$ cat config.mk
export PLATFORM = sky130hd
export DESIGN_NAME = mult_ctrl
export DESIGN_NICKNAME = d
export VERILOG_FILES = /design/src/rtl/mult_ctrl.sv
export SDC_FILE = /design/constraint.sdc
export NUM_CORES = 1
export LEC_CHECK = 0
export BUFFER_PORTS_ARGS = -buffer_cell sky130_fd_sc_hd__clkbuf_2
export CAP_MARGIN = 20
export CORE_MARGIN = 1.5
export CORE_UTILIZATION = 35
export CTS_BUF_LIST = sky130_fd_sc_hd__clkbuf_4 sky130_fd_sc_hd__clkbuf_8
export CTS_CLUSTER_DIAMETER = 200
export DETAILED_ROUTE_END_ITERATION = 7
export SYNTH_ARGS = -nofsm -noshare
export SYNTH_HDL_FRONTEND = slang
export SYNTH_SLANG_ARGS = --single-unit
$ cat constraint.sdc
create_clock -name clk -period 3.3 [get_ports clk]
set_input_delay 0.165 -clock clk [delete_from_list [all_inputs] [get_ports clk]]
set_output_delay 0.165 -clock clk [all_outputs]
set_load 0.05 [all_outputs]
$ cat src/rtl/mult_ctrl.sv
// Sequencing controller for a multi-cycle multiplier: accepts one request at a time,
// steps the datapath through sign fix-up, partial products, reduction and latch, then holds the result.
module mult_ctrl #(
    parameter int unsigned REDUCE_CYCLES = 1,
    parameter int unsigned OP_W          = 2
) (
    input  logic            clk,
    input  logic            rst_n,
    input  logic            req_valid,
    output logic            req_ready,
    input  logic [OP_W-1:0] mult_op,
    input  logic            rs1_msb,
    input  logic            rs2_msb,
    input  logic            flush,
    output logic            start,
    output logic            compute_sign,
    output logic            flip_rs1,
    output logic            flip_rs2,
    output logic            i_rdy,
    output logic            mult_done,
    output logic            resp_valid,
    input  logic            resp_ready,
    output logic            o_rdy,
    output logic            sel_high,
    output logic [OP_W-1:0] op_q,
    output logic            busy
);

    typedef enum logic [2:0] {
        ST_IDLE   = 3'd0,
        ST_SIGN   = 3'd1,
        ST_PP     = 3'd2,
        ST_REDUCE = 3'd3,
        ST_LATCH  = 3'd4,
        ST_RESP   = 3'd5
    } state_t;

    typedef struct packed {
        logic req_ready;
        logic compute_sign;
        logic flip_rs1;
        logic flip_rs2;
        logic i_rdy;
        logic mult_done;
        logic resp_valid;
        logic sel_high;
        logic busy;
    } strobes_t;

    localparam logic [OP_W-1:0] OP_MUL    = OP_W'(2'd0);
    localparam logic [OP_W-1:0] OP_MULH   = OP_W'(2'd1);
    localparam logic [OP_W-1:0] OP_MULHSU = OP_W'(2'd2);
    localparam logic [2:0]      RC        = 3'(REDUCE_CYCLES);
    localparam strobes_t        OUT_IDLE  = '{req_ready: 1'b1, default: 1'b0};

    // Operand negation needed before an unsigned array multiply, per opcode signedness.
    function automatic logic [1:0] flip_flags(input logic [OP_W-1:0] op, input logic m1, input logic m2);
        logic [1:0] f;
        case (op)
            OP_MUL, OP_MULH: f = {m1, m2};
            OP_MULHSU:       f = {m1, 1'b0};
            default:         f = 2'b00;
        endcase
        return f;
    endfunction

    // Strobe pattern presented while the controller sits in a given state.
    function automatic strobes_t out_for(input state_t st, input logic f1, input logic f2, input logic hi);
        strobes_t o;
        o = '0;
        case (st)
            ST_IDLE:   o.req_ready = 1'b1;
            ST_SIGN:   begin
                o.compute_sign = 1'b1;
                o.flip_rs1     = f1;
                o.flip_rs2     = f2;
            end
            ST_PP:     o.i_rdy = 1'b1;
            ST_REDUCE: o.i_rdy = 1'b0;
            ST_LATCH:  o.mult_done = 1'b1;
            ST_RESP:   begin
                o.resp_valid = 1'b1;
                o.sel_high   = hi;
            end
            default:   o.req_ready = 1'b1;
        endcase
        o.busy = ~o.req_ready;
        return o;
    endfunction

    state_t          r_state;
    strobes_t        r_out;
    logic [2:0]      r_cnt;
    logic [OP_W-1:0] r_op;
    logic [1:0]      r_flip;
    logic [1:0]      w_flags;

    assign w_flags = flip_flags(mult_op, rs1_msb, rs2_msb);

    // Controller FSM; strobes are loaded together with the state they belong to.
    always_ff @(posedge clk or negedge rst_n) begin
        if (!rst_n) begin
            r_state <= ST_IDLE;
            r_out   <= OUT_IDLE;
            r_cnt   <= 3'd0;
            r_op    <= '0;
            r_flip  <= 2'b00;
        end else if (flush) begin
            r_state <= ST_IDLE;
            r_out   <= OUT_IDLE;
        end else begin
            case (r_state)
                ST_IDLE: begin
                    if (req_valid) begin
                        r_state <= ST_SIGN;
                        r_op    <= mult_op;
                        r_flip  <= w_flags;
                        r_out   <= out_for(ST_SIGN, w_flags[1], w_flags[0], 1'b0);
                    end else begin
                        r_out   <= OUT_IDLE;
                    end
                end
                ST_SIGN: begin
                    r_state <= ST_PP;
                    r_out   <= out_for(ST_PP, 1'b0, 1'b0, 1'b0);
                end
                ST_PP: begin
                    r_cnt <= RC;
                    if (RC != 3'd0) begin
                        r_state <= ST_REDUCE;
                        r_out   <= out_for(ST_REDUCE, 1'b0, 1'b0, 1'b0);
                    end else begin
                        r_state <= ST_LATCH;
                        r_out   <= out_for(ST_LATCH, 1'b0, 1'b0, 1'b0);
                    end
                end
                ST_REDUCE: begin
                    r_cnt <= r_cnt - 3'd1;
                    // <= 1 rather than == 1 so a corrupted zero count cannot trap the FSM here.
                    if (r_cnt <= 3'd1) begin
                        r_state <= ST_LATCH;
                        r_out   <= out_for(ST_LATCH, 1'b0, 1'b0, 1'b0);
                    end
                end
                ST_LATCH: begin
                    r_state <= ST_RESP;
                    r_out   <= out_for(ST_RESP, 1'b0, 1'b0, r_op != OP_MUL);
                end
                ST_RESP: begin
                    if (resp_ready) begin
                        r_state <= ST_IDLE;
                        r_out   <= OUT_IDLE;
                    end
                end
                default: begin
                    r_state <= ST_IDLE;
                    r_out   <= OUT_IDLE;
                end
            endcase
        end
    end

    assign req_ready    = r_out.req_ready;
    assign start        = req_valid & r_out.req_ready & ~flush;
    assign compute_sign = r_out.compute_sign;
    assign flip_rs1     = r_out.flip_rs1;
    assign flip_rs2     = r_out.flip_rs2;
    assign i_rdy        = r_out.i_rdy;
    assign mult_done    = r_out.mult_done;
    assign resp_valid   = r_out.resp_valid;
    assign o_rdy        = r_out.resp_valid;
    assign sel_high     = r_out.sel_high;
    assign busy         = r_out.busy;
    assign op_q         = r_op;

endmodule
# Word level (Yosys, flattened, before mapping)
# Cells that the tools add are included.
[op_classes]
n_addsub = 1
n_lt_le_gt_ge = 1
n_eq_ne = 10
n_mux = 17
bitwise_logic = 5
n_reduce_logical = 9
[ops]
columns = ["operator", "count"]
rows = [
  ["$pmux W9 S6", 1],
  ["$mux W9", 4],
  ["$pmux W3 S6", 1],
  ["$mux W3", 4],
  ["$ne A3 B3 Y1 const B", 3],
  ["$eq A3 B2 Y1 const B", 2],
  ["$eq A3 B3 Y1 const B", 2],
  ["$pmux W3 S2", 1],
  ["$reduce_and A3 Y1", 2],
  ["$mux W1", 5],
  ["$pmux W2 S2", 1],
  ["$reduce_and A2 Y1", 2],
  ["$reduce_bool A2 Y1", 2],
  ["$eq A3 B1 Y1 const B", 1],
  ["$le A3 B1 Y1 const B", 1],
  ["$logic_not A3 Y1", 1],
  ["$not A1 Y1", 3],
  ["$sub A3 B1 Y3 const B", 1],
  ["$and A1 B1 Y1", 2],
  ["$eq A2 B1 Y1 const B", 1],
  ["$eq A2 B2 Y1 const B", 1],
  ["$logic_not A2 Y1", 1],
  ["$reduce_or A2 Y1", 1],
]
[word_totals]
ff_bits = 17
out_inout_bits = 13

# Logic depth before layout (Yosys ltp)
# Gate-level depths: netlist (run 1).
[logic_depth]
depth_word = 7
mapped_depth = 6
depth_no_buf = 6

# Worst setup path before layout (run 1)
# No wires, ideal clock.
[synth_path]
kind = "reg-to-output"
from = "reg r_out (netlist bit req_ready)"
to = "out start"
arrival_ns = 1.415
required_time_ns = 3.135
slack_ns = 1.720
path_stages_with_launch = 3
path_cell_list = "dfstp_2 > nand2_1 > nor2_1"
[synth_via]
elab_chain_len = 2
[synth_lines]
columns = ["item", "line_no", "rtl"]
rows = [
  ["start: declaration", "92", "strobes_t r_out;"],
  ["start signal: assignment", "118", "r_out <= out_for(ST_SIGN, w_flags[1], w_flags[0], 1'b0);"],
  ["start signal: assignment", "125", "r_out <= out_for(ST_PP, 1'b0, 1'b0, 1'b0);"],
  ["start signal: assignment", "131", "r_out <= out_for(ST_REDUCE, 1'b0, 1'b0, 1'b0);"],
  ["$and A1 B1 Y1 (2 in series)", "164", "assign start = req_valid & r_out.req_ready & ~flush;"],
  ["end: declaration", "15", "output logic start,"],
]
# No other way between the ends.

# Worst setup path in the final report (run 1)
[layout_path]
from = "reg r_cnt[1]"
to = "reg r_out (netlist bit busy)"
[layout_via]
elab_chain_len = 3
[layout_lines]
columns = ["item", "line_no", "rtl"]
rows = [
  ["start: declaration", "93", "logic [2:0] r_cnt;"],
  ["start signal: assignment", "138", "r_cnt <= r_cnt - 3'd1;"],
  ["$le A3 B1 Y1", "140", "if (r_cnt <= 3'd1) begin"],
  ["$ne A3 B3 Y1 (no source line)", "-", ""],
  ["$reduce_and A2 Y1 (no source line)", "-", ""],
  ["end signal: assignment", "134", "r_out <= out_for(ST_LATCH, 1'b0, 1'b0, 1'b0);"],
  ["end signal: assignment", "142", "r_out <= out_for(ST_LATCH, 1'b0, 1'b0, 1'b0);"],
  ["end signal: assignment", "147", "r_out <= out_for(ST_RESP, 1'b0, 1'b0, r_op != OP_MUL);"],
]
# No other way between the ends.
# A chain may end at the register's enable or synchronous reset.

==> flow_metrics.tcl, run 1 <==
set metrics [dict create \
    outcome "finished, final reports clean" \
    setup_viol 0 \
    drc_errors 0 \
    die_x_um 52.2 \
    buffer_ports.inserted 21 \
    die_y_um 52.2 \
    cp_num_buf_inv 1 \
    clock-root-buffer "sky130_fd_sc_hd__clkbuf_4" \
    synth-edff-count 0 \
    rsz0062_at_grt "false" \
    tritoncts.num_buffers 3 \
    fraction_of_layout_instances_using_a_drive_strength_above_1 0.353 \
    rows 17 \
    clk_pin_slew_worst_paths_ps 100 \
    cts.sinks 17 \
    synthDominantCellAreaShare 0.473 \
    final_antenna_net_count 0 \
    synthesized_area_per_cell_um2 10.6 \
    dr.first_iter.drc_count 12 \
    fin_setup_tns_ps 0 \
    mostFrequentLayoutCell "sky130_fd_sc_hd__clkbuf_2" \
    finalNetCount 114 \
    die_area_mm2 0.00272 \
    primary_ff_master_synth "sky130_fd_sc_hd__dfrtp_1" \
    timing.final.crit_period_ps 1710 \
    grt_pass1_vias 626 \
    floorplan.io_pins 22 \
    grt_pass1_wl_um 2750 \
    multi_input_area_um2 365 \
    place_area_um2 958 \
    fin_crit_sh 0.518 \
    grt_usage 0.135 \
    drtPass1Iterations 4 \
    vias_per_cell 5.14 \
    diodes 0 \
    clock_tree.htree_level_count 1 \
    synthArstFlopShare 1.00 \
    detail_route.wirelength_um 1680 \
    clock_insertion_delay_worst_skew_ps 280 \
    worst_hold_path_type "in2reg" \
    max_freq_mhz 586 \
    yosysSeqAreaShare 0.504 \
    critPathMaxStageDelay_ps 410 \
    synthCells 80 \
    wire_per_inst_um 12.9 \
    worst_clock_skew_ps 3.29 \
    layout-area-overhead-vs-synth_pct 17.9 \
    power_density_normalized_to_cell_area_mw_per_mm2 592 \
    drv.max_cap_violation_count 0 \
    finalHoldViolations 0 \
    register_area_um2 427 \
    placement.setup.worst_slack_ps 1620 \
    crit_path_top_delay_cell "sky130_fd_sc_hd__dfrtp_1" \
    synth-warning-count 0 \
    tritoncts "yes" \
    power.total_mw 0.591 \
    total_leakage_power_nw 0.510 \
    routed-via-count 668 \
    most-common-layout-cells "21 x sky130_fd_sc_hd__clkbuf_2, 16 x sky130_fd_sc_hd__dfrtp_1, 7 x sky130_fd_sc_hd__inv_1, 7 x sky130_fd_sc_hd__nand2_1" \
    placeableCoreArea_mm2 0.00225 \
    detailedPlacementHpwl_um 1270 \
    cell_area_after_layout_um2 998 \
    critical_path.endpoint_type "register" \
    worstMarginPinSlew_ps 427 \
    maximum_number_of_pins_on_one_net_before_global_route_repair 18 \
    cp.arrival_ps 1880 \
    path_max_fanout 5 \
    timing_max_transition_violations_final 0 \
    yosys_register_bits 17 \
    cts_buffer_depth 2 \
    n_fill_cell 238 \
    setup_ws_ps 1590 \
    yosys.cell_types.count 32 \
    final_core_utilization 0.443 \
    startpoint_type "register" \
    syn_std_cell_area_um2 847 \
    crit_type "reg2reg" \
    initial_core_util 0.376 \
    globalRouteOverflowTotal 0 \
    peak_ir_drop_on_the_vdd_network_uv 335 \
    place_congestion 0.740 \
    max-slew-margin-rel 0.715 \
    cp.required_ps 3480 \
    post-synth-top-area-cell "sky130_fd_sc_hd__dfrtp_1" \
    antenna_found_initial 0 \
    timing.critical_path.cells "inv_1, ha_1, o21ba_2, nor2_1, o21a_4, mux2_4" \
    synth_fp_nets 91 \
    cp_top_family "flip-flops" \
    synthTopCellsByArea "sky130_fd_sc_hd__dfrtp_1 47%, sky130_fd_sc_hd__a32o_1 3.5%, sky130_fd_sc_hd__dfstp_2 3.1%" \
]
through the flow:
step | hold WS, ps | instances
detailed placement | 126 | 125
global placement | 122 | 125
global route | 123 | 130
floorplan | -131 | 80
CTS | 103 | 130
finish | 119 | 130
repair_timing:
item | CTS | global route
resized for setup | 0 | 0
buffers inserted | 0 | 0
hold endpoints to repair | 16 | 0
hold buffers | 1 | 0
cells by family after synthesis:
| kind of cell | after synthesis | synth area share |
|---|---|---|
| simple gates | 24 | 0.157 |
| fa+ha+maj | 2 | 0.0295 |
| buf+inv | 11 | 0.0650 |
| mux | 4 | 0.0561 |
| compound gates | 22 | 0.189 |
| flops | 17 | 0.504 |
registers in the layout (all words and copies together) (netlist names):
signal	cells
op_q	2
flip_rs2	1
r_state	3
busy	1
r_cnt	3
req_ready	1
compute_sign	1
i_rdy	1
mult_done	1
sel_high	1
o_rdy	1
flip_rs1	1
worst reg2reg max path: stages (launching register included):
cell                      delay, ps
sky130_fd_sc_hd__dfrtp_1        410
sky130_fd_sc_hd__inv_1           90
sky130_fd_sc_hd__ha_1           150
sky130_fd_sc_hd__o21ba_2        160
sky130_fd_sc_hd__nor2_1         270
sky130_fd_sc_hd__o21a_4         220
sky130_fd_sc_hd__mux2_4         300
power breakdown:
part           switching, mW  total, mW  internal [mW]
Sequential            0.0369      0.278          0.241
Combinational          0.127      0.196         0.0684
Clock                 0.0620      0.117         0.0551
Total                  0.226      0.591          0.365
cell usage after synthesis (all sizes together) (2+ instances only):
master / n
nand2: 7
ha: 2
and2b: 2
inv: 7
a22o: 2
a32o: 3
nor3: 2
nor2: 6
mux2: 3
dfrtp: 16
o21ai: 6
buf: 4
nand3: 2
a21oi: 5
metal layers:
metal | wire length, um | up-vias | GRT usage
li1 | - | 325 | -
met1 | 764 | 324 | 0.179
met2 | 827 | 17 | 0.230
met3 | 72 | 2 | 0.0171
met4 | 17 | 0 | 0.0385
met5 | 0 | - | 0
worst paths after layout:
kind | from | endpoint | slack [ps] | depth (start not counted)
worst max-delay path | r_cnt[1]$_DFFE_PN0P_ | busy$_DFFE_PN0P_ | 1590 | 6
worst min-delay path | flush | r_state[2]$_DFFE_PN0P_ | 120 | 2
worst max register to register | r_cnt[1]$_DFFE_PN0P_ | busy$_DFFE_PN0P_ | 1590 | 6
worst min register to register | req_ready$_DFFE_PN1P_ | req_ready$_DFFE_PN1P_ | 490 | 2
max in group asynchronous | rst_n | req_ready$_DFFE_PN1P_ | 2640 | 2
min in group asynchronous | rst_n | i_rdy$_DFFE_PN0P_ | 340 | 2
area by class of cell:
class | instances | share of cell area
Sequential cell | 17 | 0.427
Multi-Input combinational cell | 52 | 0.366
Timing Repair Buffer | 22 | 0.115
Tap cell | 28 | 0.0351
Clock buffer | 4 | 0.0301
Inverter | 7 | 0.0263
(Power assumes the default switching activity.)
==> run 2: changes to the inputs <==
Clock period 3.3 ns to 1.6 ns, I/O delays scaled along.
==> run 2 against run 1 <==
Critical path depth unchanged; highest routed layer is now met3; hold slack lost 85 ps; total power rose by 110%; combinational power up 140%; register-to-register slack worse by 1500 ps; clock power increased by 95%; routed wire length fell by 3.2%; final cell count up 5.4%; clock-buffer cell count is 1 lower; global-route usage down 0.86 points; via count rose by 0.75%; final area increased by 5.3%.
==> flow_metrics.tcl, run 2 (synthesis results as in run 1) <==
set metrics [dict create \
    outcome "finished, final reports clean" \
    grt_usage 0.126 \
    drv.max_cap_violation_count 0 \
    max-slew-margin-rel 0.718 \
    cp_num_buf_inv 1 \
    detail_route.wirelength_um 1630 \
    r2r_start "r_cnt[1]$_DFFE_PN0P_" \
    total_leakage_power_nw 0.545 \
    layout-area-overhead-vs-synth_pct 24.1 \
    cell_area_after_layout_mm2 0.00105 \
    wire_per_inst_um 11.9 \
    vias_per_cell 4.91 \
    crit_path_start "r_cnt[1]$_DFFE_PN0P_" \
    fin_crit_sh 0.973 \
    cts_buffer_depth 2 \
    routed-via-count 673 \
    timing_max_transition_violations_final 0 \
    die_area_mm2 0.00272 \
    placed_cells_incl_taps 131 \
    peak_ir_drop_on_the_vdd_network_uv 820 \
    cts.sinks 17 \
    floorplan.io_pins 22 \
    setup_ws_ps 43.4 \
    die_x_um 52.2 \
    crit_path_top_delay_cell "sky130_fd_sc_hd__dfrtp_1" \
    final_antenna_net_count 0 \
    cp_top_family "compound AO/OA/AOI/OAI gates" \
    initial_core_util 0.376 \
    tritoncts "yes" \
    detailedPlacementHpwl_um 1270 \
    clk_pin_slew_worst_paths_ps 110 \
    clock-root-buffer "sky130_fd_sc_hd__clkbuf_4" \
    finalNetCount 121 \
    dr.first_iter.drc_count 7 \
    maximum_number_of_pins_on_one_net_before_global_route_repair 18 \
    power_density_normalized_to_cell_area_mw_per_mm2 1200 \
    die_y_um 52.2 \
    n_fill_cell 240 \
    drtPass1Iterations 4 \
    grt_pass1_wl_um 2480 \
    worst_hold_path_type "in2reg" \
    critPathMaxStageDelay_ps 380 \
    critical_path.endpoint_type "register" \
    drc_errors 0 \
    tritoncts.num_buffers 3 \
    cp.depth 6 \
    fraction_of_layout_instances_using_a_drive_strength_above_1 0.404 \
    cp.arrival_ps 1730 \
    place_area_mm2 0.00100 \
    worstMarginPinSlew_ps 422 \
    buffer_ports.inserted 21 \
    placement.setup.worst_slack_ps 16.7 \
    power.total_mw 1.26 \
    final-instance-count-excl-fill 137 \
    mostFrequentLayoutCell "sky130_fd_sc_hd__clkbuf_2" \
    diodes 0 \
    finalHoldViolations 0 \
    timing.final.crit_period_ps 1560 \
    fin_setup_tns_ps 0 \
    timing.critical_path.to "busy$_DFFE_PN0P_" \
    startpoint_type "register" \
    worst_r2r_path_depth 6 \
    terminus_of_the_critical_flop_to_flop_path "busy$_DFFE_PN0P_" \
    path_max_fanout 4 \
    worst_clock_skew_ps 8.28 \
    setup_viol 0 \
    max_freq_mhz 642 \
    grt_pass1_vias 577 \
    cp.required_ps 1770 \
    clock_insertion_delay_worst_skew_ps 290 \
    rows 17 \
    crit_type "reg2reg" \
    antenna_found_initial 0 \
    clock_tree.htree_level_count 1 \
    place_congestion 0.779 \
    timing.critical_path.cells "inv_1, ha_1, o21ba_2, nor2_2, o21a_4, mux2_4" \
    placeableCoreArea_mm2 0.00225 \
    rsz0062_at_grt "false" \
    most-common-layout-cells "21 x sky130_fd_sc_hd__clkbuf_2, 16 x sky130_fd_sc_hd__dfrtp_1, 7 x sky130_fd_sc_hd__inv_1, 7 x sky130_fd_sc_hd__nand2_1, 7 x sky130_fd_sc_hd__buf_4" \
    holdCritStartpoint "mult_op[0]" \
    globalRouteOverflowTotal 0 \
    worst_case_register_to_register_setup_slack_ps 40 \
]
## run 2: cell types whose count changed in the layout (fill, tap and decap cells not counted)
| cell | previous run | this run |
|---|---|---|
| sky130_fd_sc_hd__nor2_1 | 5 | 4 |
| sky130_fd_sc_hd__clkbuf_4 | 4 | 3 |
| sky130_fd_sc_hd__nor2_2 | 1 | 2 |
| sky130_fd_sc_hd__buf_4 | 0 | 7 |
| sky130_fd_sc_hd__clkinv_2 | 0 | 1 |
## run 2: how the worst min path moves through the flow
stage | endpoint | slack, ps | cells past startpoint
2_1_floorplan | busy$_DFFE_PN0P_ | -220 | 0
3_3_place_gp | r_cnt[2]$_DFFE_PN0P_ | 40 | 1
3_5_place_dp | i_rdy$_DFFE_PN0P_ | 40 | 1
6_report | op_q[0]$_DFFE_PN0P_ | 30 | 2
5_1_grt | r_state[2]$_DFFE_PN0P_ | 20 | 2
4_1_cts | op_q[0]$_DFFE_PN0P_ | 30 | 2
## run 2: what timing repair did
action,4_1_cts,5_1_grt
gates resized for setup,1,0
hold buffers,1,0
endpoints found under the setup margin,1,1
buffers inserted,0,1
endpoints found under the hold margin,16,0
## run 2: metal layers
layer | vias up | track usage | wire length [um] | share of wire
li1 | 340 | - | - | -
met1 | 319 | 0.163 | 801 | 0.49
met2 | 14 | 0.207 | 756 | 0.46
met3 | 0 | 0.0343 | 70 | 0.043
met4 | 0 | 0.0385 | 0 | 0
met5 | - | 0 | 0 | 0
## run 2: metrics by stage
stage                     hold slack (ps)   util
final                                34.7  0.466
after global routing                 24.7  0.466
after CTS                            29.1  0.463
after detailed placement             42.7  0.445
after global placement               42.3  0.445
after floorplan                      -216      -
## run 2: layout make-up
class                      instances  area [um2]  area share
multi-input combinational         52         368       0.350
clock inverter                     1        5.00     0.00476
tap                               28        35.0      0.0333
sequential                        17         427       0.406
inverter                           7        26.3      0.0250
timing repair buffer              29         168       0.160
clock buffer                       3        22.5      0.0214
## run 2: power by group
| group | leakage, nW | total (mW) | internal [mW] | switching [mW] |
|---|---|---|---|---|
| Combinational | 0.309 | 0.469 | 0.188 | 0.280 |
| Clock | 0.0177 | 0.228 | 0.0927 | 0.135 |
| Sequential | 0.218 | 0.566 | 0.498 | 0.0679 |
| Total | 0.545 | 1.26 | 0.779 | 0.484 |
## run 2: worst register-to-register path, cell delays in order, from the launching register on
cell	delay, ps
sky130_fd_sc_hd__dfrtp_1	380
sky130_fd_sc_hd__inv_1	70
sky130_fd_sc_hd__ha_1	170
sky130_fd_sc_hd__o21ba_2	240
sky130_fd_sc_hd__nor2_2	50
sky130_fd_sc_hd__o21a_4	230
sky130_fd_sc_hd__mux2_4	290
==> run 3: changes to the inputs <==
==> constraint.sdc (replaced) <==
create_clock -name clk -period 1.6 [get_ports clk]
set_input_delay 0.24 -clock clk [delete_from_list [all_inputs] [get_ports clk]]
set_output_delay 0.24 -clock clk [all_outputs]
set_load 0.05 [all_outputs]
==> run 3 against run 2 <==
Clock power is 7% higher; non-clock buffer count stayed put; final cell count is the same; die area is the same; critical path depth is 1 lower; largest power group unchanged.
==> flow_metrics.tcl, run 3 (synthesis results as in run 1) <==
set metrics [dict create \
    die_area_mm2 0.00272 \
    cts_buffer_depth 2 \
    finalHoldViolations 0 \
    diodes 0 \
    final-instance-count-excl-fill 137 \
    antenna_found_initial 0 \
    die_y_um 52.2 \
    timing.final.crit_period_ps 1530 \
    grt_pass1_vias 616 \
    place_congestion 0.760 \
    clock_tree.htree_level_count 1 \
    grt_usage 0.143 \
    outcome "finished, final reports clean" \
    timing_max_transition_violations_final 0 \
    cp.arrival_ps 1720 \
    worstMarginPinSlew_ps 430 \
    worst_hold_path_type "in2reg" \
    tritoncts "yes" \
    crit_type "reg2reg" \
    placed_cells_incl_taps 131 \
    detailedPlacementHpwl_um 1340 \
    drv.max_cap_violation_count 0 \
    path_max_fanout 4 \
    worst_case_register_to_register_setup_slack_ps 70 \
    rows 17 \
    finalNetCount 121 \
    most-common-layout-cells "21 x sky130_fd_sc_hd__clkbuf_2, 16 x sky130_fd_sc_hd__dfrtp_1, 7 x sky130_fd_sc_hd__nand2_1, 7 x sky130_fd_sc_hd__buf_4, 6 x sky130_fd_sc_hd__inv_1" \
    die_x_um 52.2 \
    power_density_normalized_to_cell_area_mw_per_mm2 1220 \
    tritoncts.num_buffers 3 \
    floorplan.io_pins 22 \
    dr.first_iter.drc_count 9 \
    max_freq_mhz 652 \
    fin_setup_tns_ps 0 \
    wire_per_inst_um 12.6 \
    rsz0062_at_grt "false" \
    clock-root-buffer "sky130_fd_sc_hd__clkbuf_4" \
    finalHoldWorstSlack_ps 187 \
    startpoint_type "register" \
    drc_errors 0 \
    total_leakage_power_nw 0.546 \
    worst_clock_skew_ps 11.7 \
    buffer_ports.inserted 21 \
    detail_route.wirelength_um 1730 \
    mostFrequentLayoutCell "sky130_fd_sc_hd__clkbuf_2" \
    drtPass1Iterations 4 \
    final_antenna_net_count 0 \
    clock_insertion_delay_worst_skew_ps 290 \
    cp.required_ps 1790 \
    globalRouteOverflowTotal 0 \
    placeableCoreArea_mm2 0.00225 \
    fin_crit_sh 0.958 \
    fraction_of_layout_instances_using_a_drive_strength_above_1 0.422 \
    peak_ir_drop_on_the_vdd_network_uv 639 \
    vias_per_cell 4.90 \
    cts.sinks 17 \
    initial_core_util 0.376 \
    critical_path.endpoint_type "register" \
    clk_pin_slew_worst_paths_ps 100 \
    max-slew-margin-rel 0.713 \
    maximum_number_of_pins_on_one_net_before_global_route_repair 18 \
    setup_viol 0 \
    layout-area-overhead-vs-synth_pct 24.7 \
    routed-via-count 671 \
    grt_pass1_wl_um 2800 \
]
-- run 3: per-layer routing --
metal	vias to the layer above	share of wire	track usage
li1	341	-	-
met1	314	0.47	0.189
met2	14	0.49	0.234
met3	2	0.042	0.0257
met4	0	0.0046	0.0513
met5	-	0	0
-- run 3: final timing paths --
| kind | cells after the start | start | to |
|---|---|---|---|
| worst max-delay path | 5 | r_cnt[0]$_DFFE_PN0P_ | busy$_DFFE_PN0P_ |
| worst min-delay path | 2 | flush | r_state[2]$_DFFE_PN0P_ |
| worst max register to register | 5 | r_cnt[0]$_DFFE_PN0P_ | busy$_DFFE_PN0P_ |
| worst min register to register | 2 | req_ready$_DFFE_PN1P_ | req_ready$_DFFE_PN1P_ |
| max in group asynchronous | 2 | rst_n | req_ready$_DFFE_PN1P_ |
| min in group asynchronous | 2 | rst_n | i_rdy$_DFFE_PN0P_ |
-- run 3: metrics by stage --
stage | total power, mW | area (um2) | utilization | setup WS, ps
after floorplan | 0.886 | 850 | - | 64.8
after global placement | 1.02 | 1010 | 0.446 | 85.0
after detailed placement | 1.04 | 1010 | 0.446 | 6.99
after CTS | 1.30 | 1050 | 0.465 | 31.7
after global routing | 1.38 | 1060 | 0.468 | 7.75
final | 1.29 | 1060 | 0.468 | 66.6
-- run 3: final cells by class --
cell class | instances | area (um2)
clock buffer | 4 | 30.0
fill | 228 | 1200
inverter | 7 | 26.3
multi-input combinational | 52 | 370
sequential | 17 | 427
tap | 28 | 35.0
timing repair buffer | 29 | 168
-- run 3: where the power goes --
group,switching [mW],total [mW],internal [mW],leakage (nW)
clock,0.131,0.245,0.114,0.0184
sequential,0.0683,0.566,0.498,0.218
combinational,0.288,0.480,0.192,0.309
total,0.487,1.29,0.803,0.546
-- run 3: what timing repair did --
item / 4_1_cts / 5_1_grt
pin swaps: 0 / 0
setup buffers: 0 / 1
hold buffers: 1 / 0
endpoints found under the setup margin: 1 / 1
gates resized for setup: 1 / 1
endpoints found under the hold margin: 16 / 0
-- run 3: critical path: stages (launching register included) --
cell and delay, ps:
sky130_fd_sc_hd__dfrtp_1 410, sky130_fd_sc_hd__ha_1 210, sky130_fd_sc_hd__o21ba_2 250, sky130_fd_sc_hd__nor2_2 50
sky130_fd_sc_hd__o21a_4 230, sky130_fd_sc_hd__mux2_4 290
